===== src/rtl/pnode_pkt_rx_if.sv =====
// pnode_pkt_rx_if: tap-side read port and Avalon-ST packet output of one node's receive stage.
interface pnode_pkt_rx_if;
    logic        in_ready;
    logic        in_valid;
    logic [73:0] in_data;
    logic [63:0] out_data;
    logic        out_sop;
    logic        out_eop;
    logic        out_valid;
    logic        out_ready;

    modport master (
        input  in_ready,
        output in_valid, in_data,
        input  out_data, out_sop, out_eop, out_valid,
        output out_ready
    );

    modport slave (
        output in_ready,
        input  in_valid, in_data,
        output out_data, out_sop, out_eop, out_valid,
        input  out_ready
    );
endinterface


===== src/rtl/pnode_pkt_rx.sv =====
// pnode_pkt_rx: filters one channel from a tap, reassembles packets in a circular buffer, replays committed packets.
// Define PNODE_RX_STATS_EN to build the saturating pkt_count/drop_count counters; otherwise they read 0.
module pnode_pkt_rx #(
    parameter int NODE_ID       = 0,
    parameter int DEPTH         = 64,
    parameter int MAX_PKT_WORDS = DEPTH - 2
) (
    input  logic          clock,
    input  logic          reset_n,
    pnode_pkt_rx_if.slave bus,
    output logic [15:0]   pkt_count,
    output logic [15:0]   drop_count
);
    localparam int AW = $clog2(DEPTH);
    localparam logic [AW:0] CAP  = (AW+1)'(DEPTH);
    localparam logic [AW:0] MAXL = (AW+1)'(MAX_PKT_WORDS);
    localparam logic [AW:0] ONE  = (AW+1)'(1);

    typedef enum logic [1:0] {IDLE, CAPTURE, DROP} state_t;

    state_t      state, state_n;
    logic [AW:0] wr_ptr, wr_ptr_n, commit_ptr, commit_ptr_n, start_ptr, start_ptr_n;
    logic [AW:0] len, len_n, rd_ptr, waddr, free;
    logic        m, sop, eop, we, w_sop, w_eop, pkt_inc, drop_inc, rst_done;
    logic        re, load, q_valid, out_valid_q, out_sop_q, out_eop_q;
    logic [63:0] out_data_q;
    logic [65:0] mem [DEPTH];
    logic [65:0] q;

    assign m    = bus.in_valid && bus.in_data[73:66] == 8'(NODE_ID);
    assign sop  = bus.in_data[65];
    assign eop  = bus.in_data[64];
    // wr_ptr includes the uncommitted packet, so space is reserved while capturing
    assign free = CAP - (wr_ptr - rd_ptr);
    assign bus.in_ready = rst_done && free >= (AW+1)'(2);

    always_comb begin
        state_n      = state;
        wr_ptr_n     = wr_ptr;
        commit_ptr_n = commit_ptr;
        start_ptr_n  = start_ptr;
        len_n        = len;
        waddr        = wr_ptr;
        we           = 1'b0;
        w_sop        = 1'b0;
        w_eop        = 1'b0;
        pkt_inc      = 1'b0;
        drop_inc     = 1'b0;
        if (m) begin
            if (sop) begin
                // a sop mid-capture abandons the partial packet and reuses its space
                waddr        = (state == CAPTURE) ? start_ptr : wr_ptr;
                drop_inc     = state == CAPTURE;
                we           = 1'b1;
                w_sop        = 1'b1;
                w_eop        = eop;
                start_ptr_n  = waddr;
                len_n        = ONE;
                wr_ptr_n     = waddr + ONE;
                commit_ptr_n = eop ? waddr + ONE : commit_ptr;
                pkt_inc      = eop;
                state_n      = eop ? IDLE : CAPTURE;
            end else if (state == IDLE) begin
                drop_inc = 1'b1;
            end else if (state == DROP) begin
                state_n = eop ? IDLE : DROP;
            end else if (eop) begin
                we           = 1'b1;
                w_eop        = 1'b1;
                wr_ptr_n     = wr_ptr + ONE;
                commit_ptr_n = wr_ptr + ONE;
                pkt_inc      = 1'b1;
                state_n      = IDLE;
            end else if (len == MAXL) begin
                wr_ptr_n = start_ptr;
                drop_inc = 1'b1;
                state_n  = DROP;
            end else begin
                we       = 1'b1;
                wr_ptr_n = wr_ptr + ONE;
                len_n    = len + ONE;
            end
        end
    end

    // the RAM output register only advances when the output register can take its word
    assign load = q_valid && (!out_valid_q || bus.out_ready);
    assign re   = commit_ptr != rd_ptr && (!q_valid || load);

    always_ff @(posedge clock) begin
        if (we) mem[waddr[AW-1:0]] <= {w_sop, w_eop, bus.in_data[63:0]};
        if (re) q <= mem[rd_ptr[AW-1:0]];
    end

    always_ff @(posedge clock or negedge reset_n) begin
        if (!reset_n) begin
            state      <= IDLE;
            wr_ptr     <= '0;
            commit_ptr <= '0;
            start_ptr  <= '0;
            len        <= '0;
            rst_done   <= 1'b0;
        end else begin
            state      <= state_n;
            wr_ptr     <= wr_ptr_n;
            commit_ptr <= commit_ptr_n;
            start_ptr  <= start_ptr_n;
            len        <= len_n;
            rst_done   <= 1'b1;
        end
    end

    always_ff @(posedge clock or negedge reset_n) begin
        if (!reset_n) begin
            rd_ptr      <= '0;
            q_valid     <= 1'b0;
            out_valid_q <= 1'b0;
            out_sop_q   <= 1'b0;
            out_eop_q   <= 1'b0;
            out_data_q  <= '0;
        end else begin
            rd_ptr      <= rd_ptr + {{AW{1'b0}}, re};
            q_valid     <= re || (q_valid && !load);
            out_valid_q <= load || (out_valid_q && !bus.out_ready);
            if (load) {out_sop_q, out_eop_q, out_data_q} <= q;
        end
    end

    assign bus.out_valid = out_valid_q;
    assign bus.out_sop   = out_sop_q;
    assign bus.out_eop   = out_eop_q;
    assign bus.out_data  = out_data_q;

`ifdef PNODE_RX_STATS_EN
    always_ff @(posedge clock or negedge reset_n) begin
        if (!reset_n) begin
            pkt_count  <= '0;
            drop_count <= '0;
        end else begin
            if (pkt_inc && pkt_count != 16'hFFFF) pkt_count <= pkt_count + 16'd1;
            if (drop_inc && drop_count != 16'hFFFF) drop_count <= drop_count + 16'd1;
        end
    end
`else
    logic unused_stats;
    assign unused_stats = pkt_inc | drop_inc;
    assign pkt_count    = '0;
    assign drop_count   = '0;
`endif
endmodule

===== src/flat_wrapper.sv =====
// flat-port wrapper written by rule: the top's interface ports become plain ports
module pnode_pkt_rx_flat 
#(
    parameter int NODE_ID       = 0,
    parameter int DEPTH         = 64,
    parameter int MAX_PKT_WORDS = DEPTH - 2
)
  (clock, reset_n, pkt_count, drop_count, bus_in_ready, bus_in_valid, bus_in_data, bus_out_data, bus_out_sop, bus_out_eop, bus_out_valid, bus_out_ready);
  pnode_pkt_rx_if bus_i ();
  input  logic clock;
  input  logic reset_n;
  output logic [15:0] pkt_count;
  output logic [15:0] drop_count;
  output wire logic [$bits(bus_i.in_ready)-1:0] bus_in_ready;
  input wire logic [$bits(bus_i.in_valid)-1:0] bus_in_valid;
  input wire logic [$bits(bus_i.in_data)-1:0] bus_in_data;
  output wire logic [$bits(bus_i.out_data)-1:0] bus_out_data;
  output wire logic [$bits(bus_i.out_sop)-1:0] bus_out_sop;
  output wire logic [$bits(bus_i.out_eop)-1:0] bus_out_eop;
  output wire logic [$bits(bus_i.out_valid)-1:0] bus_out_valid;
  input wire logic [$bits(bus_i.out_ready)-1:0] bus_out_ready;
  assign bus_in_ready = bus_i.in_ready;
  assign bus_i.in_valid = bus_in_valid;
  assign bus_i.in_data = bus_in_data;
  assign bus_out_data = bus_i.out_data;
  assign bus_out_sop = bus_i.out_sop;
  assign bus_out_eop = bus_i.out_eop;
  assign bus_out_valid = bus_i.out_valid;
  assign bus_i.out_ready = bus_out_ready;
  pnode_pkt_rx #(.NODE_ID(NODE_ID), .DEPTH(DEPTH), .MAX_PKT_WORDS(MAX_PKT_WORDS)) u_core (.clock(clock), .reset_n(reset_n), .bus(bus_i), .pkt_count(pkt_count), .drop_count(drop_count));
endmodule

===== config.mk =====
export PLATFORM = sky130hd
export DESIGN_NAME = pnode_pkt_rx_flat
export DESIGN_NICKNAME = d
export VERILOG_FILES = /design/src/rtl/pnode_pkt_rx_if.sv /design/src/rtl/pnode_pkt_rx.sv /design/src/flat_wrapper.sv
export SDC_FILE = /design/constraint.sdc
export NUM_CORES = 2
export LEC_CHECK = 0
export CAP_MARGIN = 20
export CELL_PAD_IN_SITES_DETAIL_PLACEMENT = 1
export CELL_PAD_IN_SITES_GLOBAL_PLACEMENT = 2
export CORE_AREA = 2 2 577 579
export CTS_BUF_LIST = sky130_fd_sc_hd__clkbuf_16
export CTS_CLUSTER_SIZE = 14
export DETAILED_ROUTE_END_ITERATION = 8
export DIE_AREA = 0 0 579 581
export DONT_BUFFER_PORTS = 1
export PLACE_DENSITY_LB_ADDON = 0.12
export SLEW_MARGIN = 40
export SYNTH_ARGS = -nofsm -noshare
export SYNTH_HDL_FRONTEND = slang
export SYNTH_MEMORY_MAX_BITS = 65536
export SYNTH_SLANG_ARGS = --single-unit

===== constraint.sdc =====
create_clock -name clock -period 8.9 [get_ports clock]
set_clock_uncertainty 0.15 [all_clocks]
set_input_delay 1.335 -clock clock [delete_from_list [all_inputs] [get_ports clock]]
set_output_delay 1.335 -clock clock [all_outputs]
set_load 0.01 [all_outputs]

# [After elaboration in Yosys (flattened, before gate mapping)]
# Memory sizes are Yosys's and may differ from the RTL's. A register that Yosys moved wholly into a read port is not among the register bits.
# Index checks and enable logic that the tools add are counted.
[classes] reduce_logical=23 n_addsub=6 magnitude_cmp=1 n_mux=40 eq_ne=9
[ops] cell="7-bit 2-to-1 mux" n=16
[ops] cell="7-bit by 1-bit adder with 7-bit output (second input constant)" n=3
[ops] cell="1-bit 2-to-1 mux" n=16
[ops] cell="2-bit 2-to-1 mux" n=6
[ops] cell="6-bit 2-to-1 mux" n=2
[ops] cell="5-bit AND reduction" n=2
[ops] cell="8-bit logical NOT" n=1
[ops] cell="2-bit inequality test (second input constant)" n=4
[ops] cell="7-bit by 1-bit adder with 7-bit output" n=1
[ops] cell="7-bit by 6-bit == test with 1-bit output (second input constant)" n=1
[ops] cell="7-bit by 2-bit >= comparator with 1-bit output (second input constant)" n=1
[ops] cell="7-bit inequality test" n=1
[ops] cell="7-bit subtractor" n=1
[ops] cell="7-bit subtractor (first input constant)" n=1
[ops] cell="1-bit logical AND" n=6
[ops] cell="3-bit AND reduction" n=2
[ops] cell="1-bit logical NOT" n=4
[ops] cell="1-bit logical OR" n=4
[ops] cell="4-bit nonzero test" n=1
[ops] cell="3-bit nonzero test" n=1
[ops] cell="2-bit by 1-bit == test with 1-bit output (second input constant)" n=1
[ops] cell="2-bit == test (second input constant)" n=1
[ops] cell="2-bit logical NOT" n=1
[ops] cell="2-bit by 1-bit inequality test with 1-bit output (second input constant)" n=1
[ops] cell="2-bit AND reduction" n=1
[totals] output_inout_bits=100 input_bits=78 mem_bits_rw=4224 memories=1 elab_cells=92 register_bits=106
[memory_table] memory="u_core.mem" depth=64 width=66 read_ports=1 rd_clocked_by_memory_dff=1 write_ports=1 line="pnode_pkt_rx.sv:27" rtl="logic [65:0] mem [DEPTH];"

# [Logic depth before layout (Yosys ltp)]
[depth] depth_word=9 mapped_depth=17

# [Least setup slack after synthesis]
# Ideal clock, no wire load.
[synth_path] path_kind="input to register" startpoint="input bus_in_data[68]" endpoint="memory u_core.mem[44][0], enable pin" path_stages=6 setup_ps=585 arrival_time_ps=7596 path_slack_ps=569 n_path_buf=0 path_cell_list="nor4_2 > nand3_1 > nor2_1 > mux2i_1 > nand3b_1 > nor3b_1"
[synth_via] elab_chain_cells=5
[synth_rtl] item="start, declared" line="flat_wrapper.sv:16" rtl="input wire logic [$bits(bus_i.in_data)-1:0] bus_in_data;"
[synth_rtl] item="8-bit logical NOT (*)" line="pnode_pkt_rx.sv:30" rtl="assign m = bus.in_valid && bus.in_data[73:66] == 8'(NODE_ID);"
[synth_rtl] item="1-bit logical AND (*)" line="pnode_pkt_rx.sv:30"
[synth_rtl] item="1-bit 2-to-1 mux" line="pnode_pkt_rx.sv:49" rtl="if (m) begin"
[synth_rtl] item="1-bit 2-to-1 mux" line="pnode_pkt_rx.sv:91" rtl="if (we) mem[waddr[AW-1:0]] <= {w_sop, w_eop, bus.in_data[63:0]};"
[synth_rtl] item="1-bit 2-to-1 mux (not written as such)" line="pnode_pkt_rx.sv:91"
[synth_rtl] item="end, declared" line="pnode_pkt_rx.sv:27"
# Mark *: on every way between the ends. The rest lies on a longest branch, timed or not.

# [Worst setup path in the final report]
[layout_path] startpoint="register u_core.wr_ptr[3]" endpoint="output bus_in_ready"
[layout_via] elab_chain_cells=4
[layout_rtl] item="start, declared" line="pnode_pkt_rx.sv:22" rtl="logic [AW:0] wr_ptr, wr_ptr_n, commit_ptr, commit_ptr_n, start_ptr, start_ptr_n;"
[layout_rtl] item="start signal, assigned" line="pnode_pkt_rx.sv:105" rtl="wr_ptr <= wr_ptr_n;"
[layout_rtl] item="7-bit subtractor (2 in series)" line="pnode_pkt_rx.sv:34" rtl="assign free = CAP - (wr_ptr - rd_ptr);"
[layout_rtl] item="7-bit by 2-bit >= comparator with 1-bit output" line="pnode_pkt_rx.sv:35" rtl="assign bus.in_ready = rst_done && free >= (AW+1)'(2);"
[layout_rtl] item="1-bit logical AND" line="pnode_pkt_rx.sv:35"
[layout_rtl] item="end, declared" line="flat_wrapper.sv:14" rtl="output wire logic [$bits(bus_i.in_ready)-1:0] bus_in_ready;"
# Every way passes these cells.

==> results.md <==
* Most used flip-flop cell after synthesis: edfxtp_1
* Final setup vio count at 0
* DP HPWL at 274300 um
* FP Rows at 211
* Status: complete, no violations
* Worst setup EP type: output pin
* Post-cts gate resize count at 0
* RSZ-0062 raised after global routing: no
* Synth Warn # at 0
* Die area at 0.3364 mm2
* Worst Setup SP: u_core.wr_ptr[3]$_DFFE_PN0P_
* Max Freq at 0.1864 GHz
* Pleak at 60.46 nW
* Crit path time final at 5.366 ns
* I/O Buffers at 0
* Die X at 579 um
* Synth Instances at 7419
* Crit path kind: reg -> out
* CP Launch Type: register
* Worst-Margin Slew at 0.9709 ns
* Pwr dens at 304.7 mW/mm2
* Layout cells sized above 1 at 26.02%
* Placer Congestion at 0.8240
* VDD IR max at 0.2365 mV
* Final hold vios at 0
* Antenna violations before repair at 41
* Fin. max-slew vios at 0
* Residual DRC at 0
* Synthesized area per cell at 22.60 um2
* Post-Route WL at 478300 um
* Crit share post-route at 60.29%
* Starting density of the core at 50.86%
* Setup TNS at 0 ns
* TritonCTS clock tree: built
* Mapped cell area at 0.1677 mm2
* Iteration-0 DRC Markers at 10031
* Slew margin rel. at 34.00%
* Fin util at 57.45%
* CTS Buf Count at 447
* Critical Path AT at 3.88 ns
* Worst path required time at 7.41 ns
* Critical Path Fanout Max at 9
* Clock-pin slew on the worst setup and hold paths at 0.06 ns
* Async set-reset flop share out of synthesis at 2.411%
* Worst min path class: in -> async
* #FFs+latches synth at 4396
* Critical path's slowest cell: dfrtp_1
* CP Buf/Inv Count at 1
* Post-route ant nets at 0
* DR vias/cell at 6.544
* First-pass GRT wire length at 672500 um
* Number of enable flip-flop cells after synthesis at 4290
* Worst reg2reg startpoint: u_core.rd_ptr[0]$_DFF_PN0_
* CTS root buffer: clkbuf_16
* Largest net degree at the start of global routing at 107
* Avg WL per Cell at 38.35 um
* Layout Nets at 7797
* Critical path's top delay family: compound AO/OA/AOI/OAI gates
* Max-Cap Viols at 0
* Placed insts at 11608
* Clk_lat worst skew at 0.99 ns
* Sequential element share of the synthesized area at 78.40%
* CTS H-tree lvls at 5
* Vias in the first global route at 83813
* Clock tree sinks at 4396
* Grt total ovfl at 0
* Pre-antenna DRT Iters at 6
* Critical-path cell list: inv_1 -> ha_1 -> ha_1 -> a21oi_1 -> o21bai_1 -> a21oi_1 -> xnor2_1 -> o31a_1
* Layout area overhead at 12.97%
* Max clock buf depth at 4
* Overall Global Routing Usage at 28.63%
* Yosys cell types at 62
* IO Count at 178
* Non-filler cells, final at 12472
* Core ar. at 0.3297 mm2
* Vias post-DR at 81616
* Chip Height at 581 um
* CP max stage delay at 0.80 ns
* Post-CTS Setup Bufs at 0
[registers in the layout (all words and copies together) (netlist names), 7 cells and up]
register,count
u_core.commit_ptr,7
u_core.rd_ptr,7
u_core.bus.out_data,64
u_core.len,7
u_core.q,66
u_core.wr_ptr,7
u_core.start_ptr,7
u_core.mem,4224
[placed cells by master, fill, tap and decap left out, types with 14 or more instances in the layout]
cell       synthesis  layout
o221ai_1          23      23
buf_4             55     166
conb_1             2      33
o22ai_1          109     108
and2_1            52      51
a211oi_1         141     122
edfxtp_1        4290    4290
a211oi_2           0      19
dfrtp_1          106     100
o21ai_0           33      33
buf_12             0      41
nand2_1           92      84
xnor2_1           21      21
mux4_2           990     990
buf_6             26      26
clkbuf_16          0     451
mux2i_1          328     326
clkinv_1           0     106
or3_1             28      28
diode_2            0      15
ha_1              17      17
nor3_1            27      14
nand3_1           46      46
a211o_1           23      23
a21oi_1          103     101
mux2_2            69      69
a221oi_1          67      61
inv_1             19     102
nor2b_1           23      19
bufinv_16          0      58
nor2_1           105      48
nor2_4             0      57
o211ai_1          19      19
a22oi_1           93      93
a22o_1            27      27
clkinv_2           0     100
[cells by family (layout without fill, tap and decap cells)]
logic type | after synthesis | in the layout | synth area share, %
flip-flops | 4396 | 4396 | 78.40
multiplexers | 1387 | 1387 | 15.72
AO/OA/AOI/OAI | 686 | 686 | 2.916
buffers and inverters | 475 | 1116 | 1.409
AND/OR/NAND/NOR | 424 | 424 | 1.255
XOR/XNOR | 31 | 31 | 0.1619
adder cells (fa/ha/maj) | 18 | 18 | 0.1388
other | 2 | 48 | 0.004478
[routing by layer]
metal  vias up  share of wire, %  track usage (%)
li1      32162                 -                -
met1     45310                42            42.73
met2      3620                48            44.77
met3       522               8.1            4.991
met4         2               2.2            6.066
met5         -            0.0025                0
[report_power, final]
| group | total, mW | switching [mW] | internal (mW) |
|---|---|---|---|
| Combinational | 14.9 | 8.81 | 6.12 |
| Clock | 19.0 | 8.06 | 10.9 |
| Sequential | 23.8 | 0.650 | 23.2 |
| Total | 57.7 | 17.5 | 40.2 |
[stage by stage]
step                hold WS [ns]  area [um2]  worst slack (ns)  total power, mW
finish                   0.06442      189400             3.534            57.72
global route             0.04163      189400             3.426            59.48
CTS                       0.1702      189200             3.255            58.05
detailed placement        0.3233      174400             3.006            39.17
global placement          0.3135      173700             2.919            38.97
floorplan                 0.3055      167800            0.5689            33.63
[final cells by class]
type | count | area, um2
multi-input cells | 2579 | 34730
inverters | 22 | 95.09
repair buffers | 255 | 2823
well taps | 4366 | 5463
fillers | 27034 | 140300
clock buffers | 451 | 11290
flip-flops and latches | 4396 | 131500
diodes | 15 | 37.54
clock inverters | 388 | 3513
[Yosys cell counts (6+ instances only)]
master / instances / area (um2)
o22ai_1: 109 / 681.9
mux2i_1: 328 / 3283
xor2_1: 10 / 87.58
nand4_1: 6 / 37.54
buf_2: 142 / 710.7
buf_4: 55 / 412.9
nand2_1: 92 / 345.3
a221oi_1: 67 / 586.8
nor2b_1: 23 / 143.9
mux4_2: 990 / 22300
xnor2_1: 21 / 183.9
a32o_1: 13 / 130.1
dfrtp_1: 106 / 2653
o21ai_0: 33 / 165.2
edfxtp_1: 4290 / 128800
buf_1: 41 / 153.9
ha_1: 17 / 212.7
nand3_1: 46 / 230.2
clkbuf_1: 189 / 709.4
a211o_1: 23 / 201.4
a21oi_1: 103 / 515.5
inv_1: 19 / 71.32
o221ai_1: 23 / 201.4
a22oi_1: 93 / 698.2
mux2_2: 69 / 777.0
a211oi_1: 141 / 1059
a22o_1: 27 / 236.5
nand3b_1: 6 / 45.04
nand2b_1: 10 / 62.56
a31oi_1: 14 / 87.58
buf_6: 26 / 292.8
or3_1: 28 / 175.2
nor3_1: 27 / 135.1
o211ai_1: 19 / 142.6
and2_1: 52 / 325.3
nor2_1: 105 / 394.1
or2_2: 9 / 56.30
[worst paths after layout]
path                                                       end  depth (start not counted)  slack, ns
max                                               bus_in_ready                          8       3.53
min                        u_core.bus.out_data[21]$_DFFE_PN0P_                          1       0.06
min reg2reg                     u_core.bus.out_eop$_DFFE_PN0P_                          1       0.33
min in group clock                u_core.mem[12][59]$_DFFE_PP_                          0       0.30
max in group asynchronous  u_core.bus.out_data[15]$_DFFE_PN0P_                          2       7.52
max reg2reg                             u_core.q[22]$_DFFE_PP_                          7       4.10
[repair_timing]
action                     CTS  global route
hold endpoints to repair   106             0
setup endpoints to repair    0             0
hold buffers                 1             0
(Power assumes the default switching activity.)
